===== config.mk =====
export PLATFORM = sky130hd
export DESIGN_NAME = imem_fetch_ctrl
export DESIGN_NICKNAME = d
export VERILOG_FILES = /design/src/rtl/imem_fetch_ctrl.sv
export SDC_FILE = /design/constraint.sdc
export NUM_CORES = 1
export LEC_CHECK = 0
export CORE_MARGIN = 4
export CORE_UTILIZATION = 37
export DETAILED_ROUTE_END_ITERATION = 10
export GPL_TIMING_DRIVEN = 1
export PLACE_DENSITY_LB_ADDON = 0.1
export SETUP_SLACK_MARGIN = 0.3
export SLEW_MARGIN = 20
export SYNTH_ARGS = -nofsm -noshare
export SYNTH_HDL_FRONTEND = slang
export SYNTH_SLANG_ARGS = --single-unit

===== constraint.sdc =====
create_clock -name CLK -period 3.6 [get_ports CLK]
set_clock_uncertainty 0.2 [all_clocks]
set_input_delay 0.72 -clock CLK [delete_from_list [all_inputs] [get_ports CLK]]
set_output_delay 0.72 -clock CLK [all_outputs]
set_load 0.03 [all_outputs]

===== src/rtl/imem_fetch_ctrl.sv =====
// Instruction fetch sequencer: owns the PC, paces memory reads and buffers words for decode.
// Optional IMEM_FETCH_ALIGN_CHECK_EN: misaligned redirects vector to EXC_VECTOR and pulse AlignFault.
module imem_fetch_ctrl #(
    parameter logic [31:0] RESET_PC    = 32'h0000_0000,
    parameter logic [31:0] EXC_VECTOR  = 32'hF000_0000,
    parameter int unsigned WAIT_STATES = 2
) (
    input  logic        CLK,
    input  logic        Reset_L,
    output logic [31:0] ImemAddr,
    input  logic [31:0] ImemData,
    input  logic        Redirect,
    input  logic [31:0] RedirectPC,
    input  logic        Exception,
    input  logic        Halt,
    output logic        InstrValid,
    output logic [31:0] Instr,
    output logic [31:0] InstrPC,
    input  logic        InstrReady,
    output logic        AlignFault
);
    typedef enum logic [1:0] {StIdle, StWait, StCapt} state_e;

    localparam state_e     IssueState = (WAIT_STATES == 0) ? StCapt : StWait;
    localparam logic [3:0] WaitInit   = (WAIT_STATES == 0) ? 4'd0 : 4'(WAIT_STATES - 1);

    state_e           state_q;
    logic [3:0]       wait_cnt_q;
    logic [31:0]      pc_q;
    logic [1:0]       q_count_q;
    logic [1:0][31:0] q_data_q;
    logic [1:0][31:0] q_pc_q;
    logic             align_fault_q;

    logic             pop;
    logic             push;
    logic             flush;
    logic             take_exc;
    logic             misaligned;
    logic             write_slot0;
    logic [2:0]       count_after;
    logic [31:0]      redir_pc;

`ifdef IMEM_FETCH_ALIGN_CHECK_EN
    assign misaligned = Redirect && (RedirectPC[1:0] != 2'b00);
    assign redir_pc   = RedirectPC;
`else
    logic unused_redirect_lsbs;
    assign unused_redirect_lsbs = ^RedirectPC[1:0];
    assign misaligned           = 1'b0;
    assign redir_pc             = {RedirectPC[31:2], 2'b00};
`endif

    assign take_exc = Exception || misaligned;
    assign flush    = take_exc || Redirect;

    always_comb begin
        pop         = (q_count_q != 2'd0) && InstrReady;
        push        = (state_q == StCapt);
        count_after = {1'b0, q_count_q} + {2'b00, push} - {2'b00, pop};
        // Head slot shifts out on pop, so the push lands in the first slot left free.
        write_slot0 = (q_count_q == 2'd0) || ((q_count_q == 2'd1) && pop);
    end

    always_ff @(posedge CLK or negedge Reset_L) begin
        if (!Reset_L) begin
            state_q       <= StIdle;
            wait_cnt_q    <= 4'd0;
            pc_q          <= RESET_PC;
            q_count_q     <= 2'd0;
            q_data_q      <= '0;
            q_pc_q        <= '0;
            align_fault_q <= 1'b0;
        end else begin
            align_fault_q <= misaligned;
            if (flush) begin
                // Any in-flight fetch is abandoned; a CAPT in this cycle is not pushed.
                state_q    <= StIdle;
                wait_cnt_q <= 4'd0;
                q_count_q  <= 2'd0;
                pc_q       <= take_exc ? EXC_VECTOR : redir_pc;
            end else begin
                if (pop) begin
                    q_data_q[0] <= q_data_q[1];
                    q_pc_q[0]   <= q_pc_q[1];
                end
                if (push) begin
                    if (write_slot0) begin
                        q_data_q[0] <= ImemData;
                        q_pc_q[0]   <= pc_q;
                    end else begin
                        q_data_q[1] <= ImemData;
                        q_pc_q[1]   <= pc_q;
                    end
                end
                q_count_q <= count_after[1:0];

                unique case (state_q)
                    StIdle: begin
                        if (!Halt && (q_count_q != 2'd2)) begin
                            state_q    <= IssueState;
                            wait_cnt_q <= WaitInit;
                        end
                    end
                    StWait: begin
                        if (wait_cnt_q == 4'd0) begin
                            state_q <= StCapt;
                        end else begin
                            wait_cnt_q <= wait_cnt_q - 4'd1;
                        end
                    end
                    StCapt: begin
                        pc_q <= pc_q + 32'd4;
                        if (!Halt && (count_after < 3'd2)) begin
                            state_q    <= IssueState;
                            wait_cnt_q <= WaitInit;
                        end else begin
                            state_q <= StIdle;
                        end
                    end
                    default: state_q <= StIdle;
                endcase
            end
        end
    end

    assign ImemAddr   = pc_q;
    assign InstrValid = (q_count_q != 2'd0);
    assign Instr      = q_data_q[0];
    assign InstrPC    = q_pc_q[0];
    assign AlignFault = align_fault_q;

endmodule


==> flow_metrics.tcl <==
set metrics [dict create \
    outcome "finished clean" \
    path_cells "clkdlybuf4s50_1 -> o21ai_0 -> xnor2_1 -> ha_1 -> inv_1 -> fa_1 -> inv_1 -> o21ai_0 -> a31oi_1 -> o21ai_0 -> a21oi_1" \
    fmax_mhz 324.0 \
    power.leakage_nw 4.256 \
    max_slew_margin_pct 29.76 \
    start_util_pct 38.05 \
    nets 918 \
    crit_buf_inv 3 \
    final_layout_size_suffix_gt1_share_pct 13.79 \
    die_area_um2 24320 \
    place_inst 1099 \
    cts_tree "yes" \
    min-delay-path-class "in2async" \
    grt.overflow.total 0 \
    max_cap_violations 0 \
    antenna_left 0 \
    ctsResizeCount 0 \
    pwr-share-clk_pct 45.2 \
    peakVddDrop_mv 0.2946 \
    final-instance-count-excl-fill 1131 \
    cp_common_cell "o21ai_0" \
    clock_latency_ps 430 \
    drt_pass1_iterations 5 \
    crit_type "in2reg" \
    min_period_ps 3086 \
    cts_root_buf "clkbuf_16" \
    post_synth.cell_area_avg_um2 10.73 \
    io_buffers 162 \
    synth_seq_cells 164 \
    combPwrFrac_pct 9.6 \
    async_reset_ff_share_pct 100.0 \
    grt_max_degree 72 \
    finalSetupTns_ps 0 \
    crit_slowest_cell "clkdlybuf4s50_1" \
    cts_buffers 17 \
    synth.distinct_cells 47 \
    routed_via_density 5.052 \
    ioPinCount 168 \
    syn_to_final_growth_pct 25.18 \
    p_seq_share_pct 45.2 \
    grt_pass1_vias 5913 \
    path_clk_slew_ps 70 \
    grt_usage_pct 16.78 \
    n_antenna_cell 0 \
    synth_edf_count 0 \
    dieWidth_um 156.0 \
    hold_violations 0 \
    synth_warnings 0 \
    drv_slew 0 \
    cts_hold_buffers 0 \
    fin_ws_ps 513.9 \
    grt_pass1_wl_um 32310 \
    swShare_pct 24.82 \
    fp-row-count 53 \
    power.internal_mw 3.227 \
    finalCritPeriodShare_pct 85.72 \
    cellPowerDensity_nw_per_um2 423.4 \
    drt_iter0_drc 255 \
    start_kind "input pin" \
    slowest_delay_ps 520 \
    yosysSeqAreaShare_pct 50.67 \
    crit_family "compound AO/OA/AOI/OAI gates" \
    via_count 5714 \
    end_kind "register" \
    cp.arrival_ps 3230 \
    wire_per_inst_um 17.74 \
    gp_congestion 0.8120 \
    wl_um 20070 \
    antenna_found_initial 0 \
    post-place-ws_ps 101.3 \
    htreeDepth 4 \
    grt_setup_unrepaired "false" \
    tightest_slew_ps 1050 \
    die_h_um 156.0 \
    p_switching_mw 1.065 \
    netlist_area_um2 8099 \
    setup_violations 0 \
    drc 0 \
    cts_setup_buffers 0 \
    clock_path_buffers 2 \
    ys.flop_type "dfrtp_1" \
    cp_max_fo 5 \
    dpl.hpwl_um 13870 \
    coreArea_um2 21290 \
    worstPathRequired_ps 3740 \
    syn-instance-count 755 \
    clock_sinks 164 \
]
-- layer usage --
metal | GRT usage, % | wire, um | vias up
li1 | - | - | 2744
met4 | 4.502 | 262 | 0
met5 | 0 | 0 | -
met1 | 23.51 | 9479 | 2778
met3 | 4.133 | 1089 | 22
met2 | 26.13 | 9238 | 170
-- cells in the mapped netlist, types with 4 or more instances --
master | n | area, um2
and2_1 | 4 | 25.02
ha_1 | 4 | 50.05
buf_4 | 68 | 510.5
buf_2 | 22 | 110.1
mux2i_1 | 64 | 640.6
inv_1 | 9 | 33.78
clkbuf_1 | 16 | 60.06
a21oi_1 | 23 | 115.1
nand3_1 | 15 | 75.07
buf_6 | 4 | 45.04
a31oi_1 | 4 | 25.02
dfrtp_1 | 164 | 4104
xnor2_1 | 6 | 52.55
o21ai_0 | 71 | 355.3
nor3_1 | 6 | 30.03
nor2b_1 | 4 | 25.02
nand4_1 | 15 | 93.84
nor2_1 | 35 | 131.4
and3_1 | 5 | 31.28
nand2_1 | 91 | 341.6
and4_1 | 4 | 35.03
mux2_2 | 61 | 686.9
a211oi_1 | 9 | 67.56
xor2_1 | 13 | 113.9
-- worst paths after layout --
kind / startpoint / endpoint / slack, ps / depth (start not counted)
worst max-delay path: InstrReady / wait_cnt_q[2]$_DFFE_PN0P_ / 510 / 11
worst min-delay path: Reset_L / Instr[11]$_DFFE_PN0P_ / 100 / 1
worst max register to register: state_q[1]$_DFFE_PN0P_ / wait_cnt_q[2]$_DFFE_PN0P_ / 670 / 11
worst min register to register: Instr[1]$_DFFE_PN0P_ / Instr[1]$_DFFE_PN0P_ / 280 / 2
max in group asynchronous: Reset_L / InstrPC[25]$_DFFE_PN0P_ / 2110 / 2
min in group CLK: Instr[1]$_DFFE_PN0P_ / Instr[1]$_DFFE_PN0P_ / 280 / 2
-- metrics by stage --
step | hold WS, ps | area [um2] | power (mW) | util [%]
CTS | 125.1 | 10130 | 4.356 | 47.61
floorplan | 224.4 | 8107 | 2.174 | -
detailed placement | 270.0 | 9502 | 2.395 | 44.64
global route | 144.1 | 10140 | 4.465 | 47.63
finish | 102.8 | 10140 | 4.293 | 47.63
global placement | 261.1 | 9502 | 2.387 | 44.64
-- cell usage in the layout, fill, tap and decap left out, drive strengths merged, types with 5 or more instances in the layout --
cell | Yosys | layout
a211oi | 9 | 9
a21oi | 23 | 23
and3 | 5 | 5
buf | 94 | 16
clkbuf | 16 | 20
clkdlybuf4s50 | 0 | 161
dfrtp | 164 | 164
inv | 9 | 13
mux2 | 61 | 61
mux2i | 64 | 64
nand2 | 91 | 91
nand3 | 16 | 16
nand4 | 15 | 15
nor2 | 35 | 35
nor3 | 6 | 6
nor4 | 6 | 6
o21ai | 72 | 72
xnor2 | 6 | 6
xor2 | 13 | 13
-- layout make-up --
type                            count  area, um2
Clock inverter                     12      166.4
Clock buffer                       20      466.7
Sequential cell                   164       4104
Timing Repair Buffer              177       1764
Inverter                           10      37.54
Multi-Input combinational cell    473       3256
Tap cell                          275      344.1
Fill cell                        1971      11150
-- state kept, by name (all words and copies together), names as in the netlist --
signal,flops
q_data_q,32
q_count_q,2
Instr,32
wait_cnt_q,4
q_pc_q,30
state_q,2
ImemAddr,30
InstrPC,32
-- power by group through the flow --
stage / sequential, mW / clock, mW / combinational, mW
floorplan: 1.99 / 0 / 0.184
global placement: 1.97 / 0 / 0.413
detailed placement: 1.98 / 0 / 0.419
CTS: 1.94 / 1.99 / 0.421
global route: 1.95 / 2.07 / 0.447
finish: 1.94 / 1.94 / 0.413
-- cells by family after synthesis --
family	count (synthesis)	synth area share, %
AO/OA/AOI/OAI	122	8.589
other	1	0.04630
buffers and inverters	120	9.424
XOR/XNOR	19	2.055
adder cells (fa/ha/maj)	5	0.8652
flip-flops	164	50.67
AND/OR/NAND/NOR	199	11.96
multiplexers	125	16.39
(Power assumes the default switching activity.)
